===== config.mk =====
export PLATFORM = sky130hd
export DESIGN_NAME = cpu_trap_unit_flat
export DESIGN_NICKNAME = d
export VERILOG_FILES = /design/src/rtl/cpu_trap_unit_pkg.sv /design/src/rtl/cpu_trap_unit_if.sv /design/src/rtl/cpu_trap_unit_csrs.sv /design/src/rtl/cpu_trap_unit.sv /design/src/flat_wrapper.sv
export SDC_FILE = /design/constraint.sdc
export NUM_CORES = 1
export LEC_CHECK = 0
export BUFFER_PORTS_ARGS = -buffer_cell sky130_fd_sc_hd__buf_2
export CORE_UTILIZATION = 50
export CTS_CLUSTER_SIZE = 40
export DETAILED_ROUTE_END_ITERATION = 10
export PLACE_DENSITY = 0.76
export SETUP_SLACK_MARGIN = 0.5
export SKIP_LAST_GASP = 1
export SYNTH_ARGS = -nofsm -noshare
export SYNTH_HDL_FRONTEND = slang
export SYNTH_SLANG_ARGS = --single-unit

===== constraint.sdc =====
create_clock -name clk -period 2.3 [get_ports clk]
set_input_delay 0.46 -clock clk [delete_from_list [all_inputs] [get_ports clk]]
set_output_delay 0.46 -clock clk [all_outputs]
set_load 0.01 [all_outputs]

===== src/rtl/cpu_trap_unit_pkg.sv =====
// cpu_trap_unit_pkg
//   Shared constants for the machine-mode trap sequencer: exception cause
//   codes from the exception logic, privilege encodings, CSR addresses,
//   mstatus bit positions, mcause values and the sequencer state type.
package cpu_trap_unit_pkg;

  // Exception verdict codes delivered with each committing instruction
  localparam logic [1:0] EXCAUSE_ECALL         = 2'd0;
  localparam logic [1:0] EXCAUSE_EBREAK        = 2'd1;
  localparam logic [1:0] EXCAUSE_ILLEGAL_INSTR = 2'd2;
  localparam logic [1:0] EXCAUSE_MISALIGNED    = 2'd3;

  // Privilege levels
  localparam logic [1:0] PRIV_U = 2'd0;
  localparam logic [1:0] PRIV_S = 2'd1;
  localparam logic [1:0] PRIV_M = 2'd3;

  // CSR addresses held by this block
  localparam logic [11:0] CSR_MSTATUS  = 12'h300;
  localparam logic [11:0] CSR_MTVEC    = 12'h305;
  localparam logic [11:0] CSR_MSCRATCH = 12'h340;
  localparam logic [11:0] CSR_MEPC     = 12'h341;
  localparam logic [11:0] CSR_MCAUSE   = 12'h342;

  // mstatus field positions
  localparam int MSTATUS_MIE    = 3;
  localparam int MSTATUS_MPIE   = 7;
  localparam int MSTATUS_MPP_LO = 11;
  localparam int MSTATUS_MPP_HI = 12;

  // mcause values (synchronous exceptions only)
  localparam logic [3:0] MCAUSE_ILLEGAL_INSTR = 4'd2;
  localparam logic [3:0] MCAUSE_BREAKPOINT    = 4'd3;
  localparam logic [3:0] MCAUSE_MISALIGNED    = 4'd4;
  localparam logic [3:0] MCAUSE_ECALL_BASE    = 4'd8;

  typedef enum logic [0:0] {
    ST_IDLE     = 1'b0,
    ST_REDIRECT = 1'b1
  } trap_state_e;

  // ECALL cause depends on the privilege it was raised from (8, 9 or 11)
  function automatic logic [3:0] map_cause(input logic [1:0] excause,
                                           input logic [1:0] priv);
    logic [3:0] cause;
    case (excause)
      EXCAUSE_ECALL:         cause = MCAUSE_ECALL_BASE + {2'b00, priv};
      EXCAUSE_EBREAK:        cause = MCAUSE_BREAKPOINT;
      EXCAUSE_ILLEGAL_INSTR: cause = MCAUSE_ILLEGAL_INSTR;
      default:               cause = MCAUSE_MISALIGNED;
    endcase
    return cause;
  endfunction

endpackage


===== src/rtl/cpu_trap_unit_if.sv =====
// cpu_trap_unit_if
//   Bundle between the pipeline (commit verdict, CSR access, fetch redirect)
//   and the trap sequencer.
//   master : pipeline/fetch side - drives commit, CSR request, redirect_ready
//   slave  : trap unit side      - drives CSR read data, redirect valid/pc
interface cpu_trap_unit_if #(
  parameter int XLEN = 32
);
  logic            commit_valid;
  logic [XLEN-1:0] commit_pc;
  logic            exception;
  logic [1:0]      excause;
  logic            mret;
  logic            csr_we;
  logic [11:0]     csr_addr;
  logic [XLEN-1:0] csr_wdata;
  logic [XLEN-1:0] csr_rdata;
  logic            csr_hit;
  logic            redirect_valid;
  logic [XLEN-1:0] redirect_pc;
  logic            redirect_ready;

  modport master (
    output commit_valid, commit_pc, exception, excause, mret,
    output csr_we, csr_addr, csr_wdata, redirect_ready,
    input  csr_rdata, csr_hit, redirect_valid, redirect_pc
  );

  modport slave (
    input  commit_valid, commit_pc, exception, excause, mret,
    input  csr_we, csr_addr, csr_wdata, redirect_ready,
    output csr_rdata, csr_hit, redirect_valid, redirect_pc
  );
endinterface


===== src/rtl/cpu_trap_unit_csrs.sv =====
// cpu_trap_csrs
//   Trap CSR file: mstatus (MIE/MPIE/MPP), mtvec, mscratch, mepc, mcause.
//   Ports:
//     clk, rst_n              clock, async active-low reset
//     rd_addr -> rdata, hit   combinational read mux (0 / miss if unmapped)
//     wr_en, wr_addr, wr_data qualified CSR write (lowest priority)
//     trap_en, trap_pc_word,  trap entry update (pc given without bits [1:0])
//     trap_cause, trap_priv
//     mret_en                 mret stack pop on mstatus
//     mtvec, mepc, mpp        current values for the sequencer
module cpu_trap_csrs
  import cpu_trap_unit_pkg::*;
#(
  parameter int              XLEN        = 32,
  parameter logic [XLEN-1:0] RESET_MTVEC = 32'h0000_0100
) (
  input  logic            clk,
  input  logic            rst_n,
  input  logic [11:0]     rd_addr,
  output logic [XLEN-1:0] rdata,
  output logic            hit,
  input  logic            wr_en,
  input  logic [11:0]     wr_addr,
  input  logic [XLEN-1:0] wr_data,
  input  logic            trap_en,
  input  logic [XLEN-3:0] trap_pc_word,
  input  logic [XLEN-1:0] trap_cause,
  input  logic [1:0]      trap_priv,
  input  logic            mret_en,
  output logic [XLEN-1:0] mtvec,
  output logic [XLEN-1:0] mepc,
  output logic [1:0]      mpp
);

  logic            mie_reg;
  logic            mpie_reg;
  logic [1:0]      mpp_reg;
  logic [XLEN-3:0] mtvec_reg;   // bits [1:0] are always zero, not stored
  logic [XLEN-1:0] mscratch_reg;
  logic [XLEN-3:0] mepc_reg;    // bits [1:0] are always zero, not stored
  logic [XLEN-1:0] mcause_reg;

  logic [1:0] wr_mpp;
  // Reserved MPP encoding 2 is legalised to U on write
  assign wr_mpp = (wr_data[MSTATUS_MPP_HI:MSTATUS_MPP_LO] == 2'b10)
                ? PRIV_U : wr_data[MSTATUS_MPP_HI:MSTATUS_MPP_LO];

  always_ff @(posedge clk or negedge rst_n) begin
    if (!rst_n) begin
      mie_reg      <= 1'b0;
      mpie_reg     <= 1'b0;
      mpp_reg      <= PRIV_U;
      mtvec_reg    <= RESET_MTVEC[XLEN-1:2];
      mscratch_reg <= '0;
      mepc_reg     <= '0;
      mcause_reg   <= '0;
    end else if (trap_en) begin
      mepc_reg   <= trap_pc_word;
      mcause_reg <= trap_cause;
      mpie_reg   <= mie_reg;
      mie_reg    <= 1'b0;
      mpp_reg    <= trap_priv;
    end else if (mret_en) begin
      mie_reg  <= mpie_reg;
      mpie_reg <= 1'b1;
      mpp_reg  <= PRIV_U;
    end else if (wr_en) begin
      case (wr_addr)
        CSR_MSTATUS: begin
          mie_reg  <= wr_data[MSTATUS_MIE];
          mpie_reg <= wr_data[MSTATUS_MPIE];
          mpp_reg  <= wr_mpp;
        end
        CSR_MTVEC:    mtvec_reg    <= wr_data[XLEN-1:2];
        CSR_MSCRATCH: mscratch_reg <= wr_data;
        CSR_MEPC:     mepc_reg     <= wr_data[XLEN-1:2];
        CSR_MCAUSE:   mcause_reg   <= wr_data;
        default: ;
      endcase
    end
  end

  always_comb begin
    rdata = '0;
    hit   = 1'b1;
    case (rd_addr)
      CSR_MSTATUS: begin
        rdata[MSTATUS_MIE]                   = mie_reg;
        rdata[MSTATUS_MPIE]                  = mpie_reg;
        rdata[MSTATUS_MPP_HI:MSTATUS_MPP_LO] = mpp_reg;
      end
      CSR_MTVEC:    rdata = {mtvec_reg, 2'b00};
      CSR_MSCRATCH: rdata = mscratch_reg;
      CSR_MEPC:     rdata = {mepc_reg, 2'b00};
      CSR_MCAUSE:   rdata = mcause_reg;
      default:      hit   = 1'b0;
    endcase
  end

  assign mtvec = {mtvec_reg, 2'b00};
  assign mepc  = {mepc_reg, 2'b00};
  assign mpp   = mpp_reg;

endmodule


===== src/rtl/cpu_trap_unit.sv =====
// cpu_trap_unit
//   Machine-mode trap sequencer. Samples the commit verdict, performs trap
//   entry / mret, owns the privilege level and holds a redirect for fetch
//   until it is accepted.
//   Ports:
//     clk, rst_n  clock, async active-low reset
//     bus         cpu_trap_unit_if.slave (commit, CSR access, redirect)
//     priv        current privilege level (to exception logic)
//     busy        pipeline stall, equal to redirect_valid
module cpu_trap_unit
  import cpu_trap_unit_pkg::*;
#(
  parameter int              XLEN        = 32,
  parameter logic [XLEN-1:0] RESET_MTVEC = 32'h0000_0100
) (
  input  logic                  clk,
  input  logic                  rst_n,
  cpu_trap_unit_if.slave        bus,
  output logic [1:0]            priv,
  output logic                  busy
);

  trap_state_e     state_reg, state_next;
  logic [1:0]      priv_reg, priv_next;
  logic [XLEN-1:0] redirect_pc_reg, redirect_pc_next;

  logic            idle;
  logic            trap_fire;
  logic            mret_fire;
  logic            wr_fire;
  logic [XLEN-1:0] mtvec;
  logic [XLEN-1:0] mepc;
  logic [1:0]      mpp;
  logic [XLEN-1:0] trap_cause;
  logic            unused_pc_low;

  // Commit events only count in IDLE; exception beats mret beats CSR write
  assign idle      = (state_reg == ST_IDLE);
  assign trap_fire = idle && bus.commit_valid && bus.exception;
  assign mret_fire = idle && bus.commit_valid && !bus.exception && bus.mret;
  assign wr_fire   = idle && bus.commit_valid && bus.csr_we
                   && !bus.exception && !bus.mret;

  assign trap_cause    = XLEN'(map_cause(bus.excause, priv_reg));
  assign unused_pc_low = ^bus.commit_pc[1:0];

  cpu_trap_csrs #(
    .XLEN        (XLEN),
    .RESET_MTVEC (RESET_MTVEC)
  ) u_csrs (
    .clk          (clk),
    .rst_n        (rst_n),
    .rd_addr      (bus.csr_addr),
    .rdata        (bus.csr_rdata),
    .hit          (bus.csr_hit),
    .wr_en        (wr_fire),
    .wr_addr      (bus.csr_addr),
    .wr_data      (bus.csr_wdata),
    .trap_en      (trap_fire),
    .trap_pc_word (bus.commit_pc[XLEN-1:2]),
    .trap_cause   (trap_cause),
    .trap_priv    (priv_reg),
    .mret_en      (mret_fire),
    .mtvec        (mtvec),
    .mepc         (mepc),
    .mpp          (mpp)
  );

  always_ff @(posedge clk or negedge rst_n) begin
    if (!rst_n) begin
      state_reg       <= ST_IDLE;
      priv_reg        <= PRIV_M;
      redirect_pc_reg <= '0;
    end else begin
      state_reg       <= state_next;
      priv_reg        <= priv_next;
      redirect_pc_reg <= redirect_pc_next;
    end
  end

  always_comb begin
    state_next       = state_reg;
    priv_next        = priv_reg;
    redirect_pc_next = redirect_pc_reg;
    case (state_reg)
      ST_IDLE: begin
        if (trap_fire) begin
          priv_next        = PRIV_M;
          redirect_pc_next = mtvec;
          state_next       = ST_REDIRECT;
        end else if (mret_fire) begin
          priv_next        = mpp;
          redirect_pc_next = mepc;
          state_next       = ST_REDIRECT;
        end
      end
      ST_REDIRECT: begin
        // Target stays frozen; leave only once fetch has taken it
        if (bus.redirect_ready) begin
          state_next = ST_IDLE;
        end
      end
      default: state_next = ST_IDLE;
    endcase
  end

  assign bus.redirect_valid = (state_reg == ST_REDIRECT);
  assign bus.redirect_pc    = redirect_pc_reg;
  assign busy               = (state_reg == ST_REDIRECT);
  assign priv               = priv_reg;

endmodule


===== src/flat_wrapper.sv =====
// flat-port wrapper written by rule: the top's interface ports become plain ports
module cpu_trap_unit_flat import cpu_trap_unit_pkg::*;
#(
  parameter int              XLEN        = 32,
  parameter logic [XLEN-1:0] RESET_MTVEC = 32'h0000_0100
)
  (clk, rst_n, priv, busy, bus_commit_valid, bus_commit_pc, bus_exception, bus_excause, bus_mret, bus_csr_we, bus_csr_addr, bus_csr_wdata, bus_redirect_ready, bus_csr_rdata, bus_csr_hit, bus_redirect_valid, bus_redirect_pc);
  cpu_trap_unit_if #(.XLEN(XLEN)) bus_i ();
  input  logic clk;
  input  logic rst_n;
  output logic [1:0] priv;
  output logic busy;
  input wire logic [$bits(bus_i.commit_valid)-1:0] bus_commit_valid;
  input wire logic [$bits(bus_i.commit_pc)-1:0] bus_commit_pc;
  input wire logic [$bits(bus_i.exception)-1:0] bus_exception;
  input wire logic [$bits(bus_i.excause)-1:0] bus_excause;
  input wire logic [$bits(bus_i.mret)-1:0] bus_mret;
  input wire logic [$bits(bus_i.csr_we)-1:0] bus_csr_we;
  input wire logic [$bits(bus_i.csr_addr)-1:0] bus_csr_addr;
  input wire logic [$bits(bus_i.csr_wdata)-1:0] bus_csr_wdata;
  input wire logic [$bits(bus_i.redirect_ready)-1:0] bus_redirect_ready;
  output wire logic [$bits(bus_i.csr_rdata)-1:0] bus_csr_rdata;
  output wire logic [$bits(bus_i.csr_hit)-1:0] bus_csr_hit;
  output wire logic [$bits(bus_i.redirect_valid)-1:0] bus_redirect_valid;
  output wire logic [$bits(bus_i.redirect_pc)-1:0] bus_redirect_pc;
  assign bus_i.commit_valid = bus_commit_valid;
  assign bus_i.commit_pc = bus_commit_pc;
  assign bus_i.exception = bus_exception;
  assign bus_i.excause = bus_excause;
  assign bus_i.mret = bus_mret;
  assign bus_i.csr_we = bus_csr_we;
  assign bus_i.csr_addr = bus_csr_addr;
  assign bus_i.csr_wdata = bus_csr_wdata;
  assign bus_i.redirect_ready = bus_redirect_ready;
  assign bus_csr_rdata = bus_i.csr_rdata;
  assign bus_csr_hit = bus_i.csr_hit;
  assign bus_redirect_valid = bus_i.redirect_valid;
  assign bus_redirect_pc = bus_i.redirect_pc;
  cpu_trap_unit #(.XLEN(XLEN), .RESET_MTVEC(RESET_MTVEC)) u_core (.clk(clk), .rst_n(rst_n), .bus(bus_i), .priv(priv), .busy(busy));
endmodule

==> results.sh <==
export IMPL_dp_final_hpwl_mm=14.2
export IMPL_ios=154
export IMPL_status="complete, but fails checks"
export IMPL_violations="setup timing"
export IMPL_cp_max_fo=7
export IMPL_crit_required_ns=1.84
export IMPL_min_period_ns=2.45
export IMPL_remaining_drc_errors=0
export IMPL_hold_path_class="input port to flip-flop"
export IMPL_grt_max_degree=59
export IMPL_async_flop_share_pct=100
export IMPL_crit_top_cell="buf_6"
export IMPL_core_um2=15100
export IMPL_clock_sinks=161
export IMPL_area_delta_synth_final_pct=41.0
export IMPL_setup_violations=32
export IMPL_max_slew_margin_pct=53.0
export IMPL_synth_seq_cells=161
export IMPL_clk_latency_ns=0.42
export IMPL_synth_edf_count=0
export IMPL_wirelength_mm=25.2
export IMPL_dr_total_vias=6753
export IMPL_critPathBufInv=4
export IMPL_row_count=45
export IMPL_slew_violations=0
export IMPL_grt_use_total_pct=31.4
export IMPL_die_y_um=126
export IMPL_power_leakage_nw=5.23
export IMPL_ys_warn_count=0
export IMPL_clk_pin_slew_worst_paths_ns=0.06
export IMPL_clockBufferDepth=2
export IMPL_synth_cell_area_um2=7700
export IMPL_finalSetupTns_ns=-2.94
export IMPL_cts_tree="done"
export IMPL_ant_nets=0
export IMPL_die_w_um=126
export IMPL_cp_top_family="simple AND/OR/NAND/NOR gates"
export IMPL_crit_chain="buf_6 > or4_4 > nor4_4 > buf_6 > buf_12 > a22oi_1 > o21ai_1 > buf_2"
export IMPL_path_class="input port to output pin"
export IMPL_post_route_period_util_pct=106
export IMPL_cp_slowest_stage_delay_ns=0.55
export IMPL_firstDrtPassIters=7
export IMPL_yosysUniqueCellTypes=51
export IMPL_fin_nets=937
export IMPL_max_freq_ghz=0.409
export IMPL_ys_seq_area_share_pct=52.3
export IMPL_rsz0062_at_grt="yes"
export IMPL_max_cap_viol_count=0
export IMPL_start_util_pct=50.9
export IMPL_hold_viol=0
export IMPL_r2r_slack_ns=0.25
export IMPL_cp_arrival_ns=1.99
export IMPL_ys_flop_type="dfrtp_1"
export IMPL_avgSynthCellArea_um2=12.1
export IMPL_pwr_density_cell_nw_per_um2=715
export IMPL_start_kind="input port"
export IMPL_clock_skew_ns=0.00446
export IMPL_gr_total_overflow=0
export IMPL_numPortBuffers=149
export IMPL_antenna_cells=0
export IMPL_fin_util_pct=71.7
export IMPL_first_global_vias=6770
export IMPL_setup_ws_ns=-0.148
export IMPL_cts_buffers=17
export IMPL_drive_gt1_share_pct=47.4
export IMPL_vdd_drop_max_uv=518
export IMPL_netlist_instances=639
export IMPL_dp_cells=972
export IMPL_gp_congestion=0.855
export IMPL_cts_max_level=4
export IMPL_grt_pass1_wl_mm=37.9
export IMPL_wl_per_cell_um=24.1
export IMPL_cp_end_kind="output pin"
export IMPL_final_cells=1049
export IMPL_pre_cts_ws_ns=-0.202
export IMPL_fp_dieArea_um2=15900
export IMPL_critPathSlowestCell="or4_4"
export IMPL_cts_root_buf="clkbuf_16"
export IMPL_antenna_found_initial=0
export IMPL_routed_via_density=6.44
export IMPL_worst_pin_slew_ns=0.703
export IMPL_drt_iter0_markers=671
layout by cell type (no fill, tap or decap), types with 7 or more instances in the layout:
master,n
a221o_1,33
a22o_1,29
a22oi_1,36
a22oi_2,21
and3_1,32
buf_12,24
buf_16,7
buf_2,136
buf_4,39
buf_6,32
clkbuf_16,19
dfrtp_1,157
mux2_4,61
mux2i_1,35
nand2_1,35
o21ai_0,33
o21ai_1,15
o21ai_2,8
o21ai_4,8
worst reg2reg max path: stages (launching register included):
cell and delay, ns:
dfrtp_2 0.44, nor3b_4 0.27, nand2_2 0.11, or4_4 0.50, buf_12 0.17, buf_16 0.15
mux2_4 0.29
kinds of logic after synthesis:
family	after synthesis	synth area share (%)
multiplexers	100	15.5
AO/OA/AOI/OAI	199	18.7
buffers and inverters	61	4.21
other	1	0.0487
AND/OR/NAND/NOR	114	8.75
flip-flops	161	52.3
adder cells (fa/ha/maj)	3	0.455
cells in the mapped netlist (all sizes together) (4+ instances only):
cell type,instances,share of area (%)
a21oi,6,0.39
a221o,33,4.3
a22o,29,3.3
a22oi,57,5.6
and3,32,2.6
buf,25,2.5
clkbuf,29,1.4
dfrtp,158,51
inv,7,0.34
mux2,65,11
mux2i,35,4.5
nand2,39,1.9
nand3,6,0.39
nor2,5,0.28
nor2b,4,0.32
nor4,4,0.71
o21ai,64,4.2
power by group:
part           internal (W)  switching, W
logic              0.000608      0.000693
clock network       0.00184       0.00112
registers           0.00322      0.000286
total               0.00567       0.00209
what timing repair did:
item | CTS | global route
endpoints found under the setup margin | 163 | 165
hold endpoints to repair | 32 | 0
cloned | 8 | 2
setup buffers | 27 | 9
pin swaps | 21 | 20
gates resized for setup | 72 | 49
hold buffers | 1 | 0
metal layers:
layer,GRT usage (%),up-vias,wire [um],share of wire [%]
met5,0,-,0,0
met2,50.7,403,12300,49
li1,-,2858,-,-
met1,41.4,3422,10300,41
met4,13.9,0,808,3.2
met3,5.73,70,1850,7.3
worst paths after layout:
kind / startpoint / to / cells past startpoint
hold reg to reg: u_core.bus.redirect_pc[18] / u_core.bus.redirect_pc[18] / 2
hold / removal: bus_redirect_ready / u_core.bus.redirect_valid / 2
min in group asynchronous: rst_n / u_core.bus.redirect_pc[20] / 2
max in group asynchronous: rst_n / u_core.priv[1] / 3
setup reg to reg: u_core.bus.redirect_valid / u_core.u_csrs.mtvec_reg[0] / 6
setup / recovery: bus_csr_addr[1] / bus_csr_rdata[23] / 8
through the flow:
| stage | hold slack, ns | area [um2] | power (W) |
|---|---|---|---|
| finish | 0.222 | 10900 | 0.00777 |
| detailed placement | 0.379 | 9220 | 0.00474 |
| global placement | 0.371 | 9220 | 0.00467 |
| floorplan | 0.164 | 8040 | 0.00414 |
| global route | 0.216 | 10900 | 0.00804 |
| CTS | 0.207 | 10600 | 0.00771 |
area by class of cell:
cell class	count	area, um2
sequential	161	4030
multi-input combinational	418	3830
timing repair buffer	245	2130
fill	978	4280
inverter	7	30.0
clock inverter	5	100
clock buffer	25	505
tap	188	235
No activity file was read; power rests on OpenSTA's default activity.
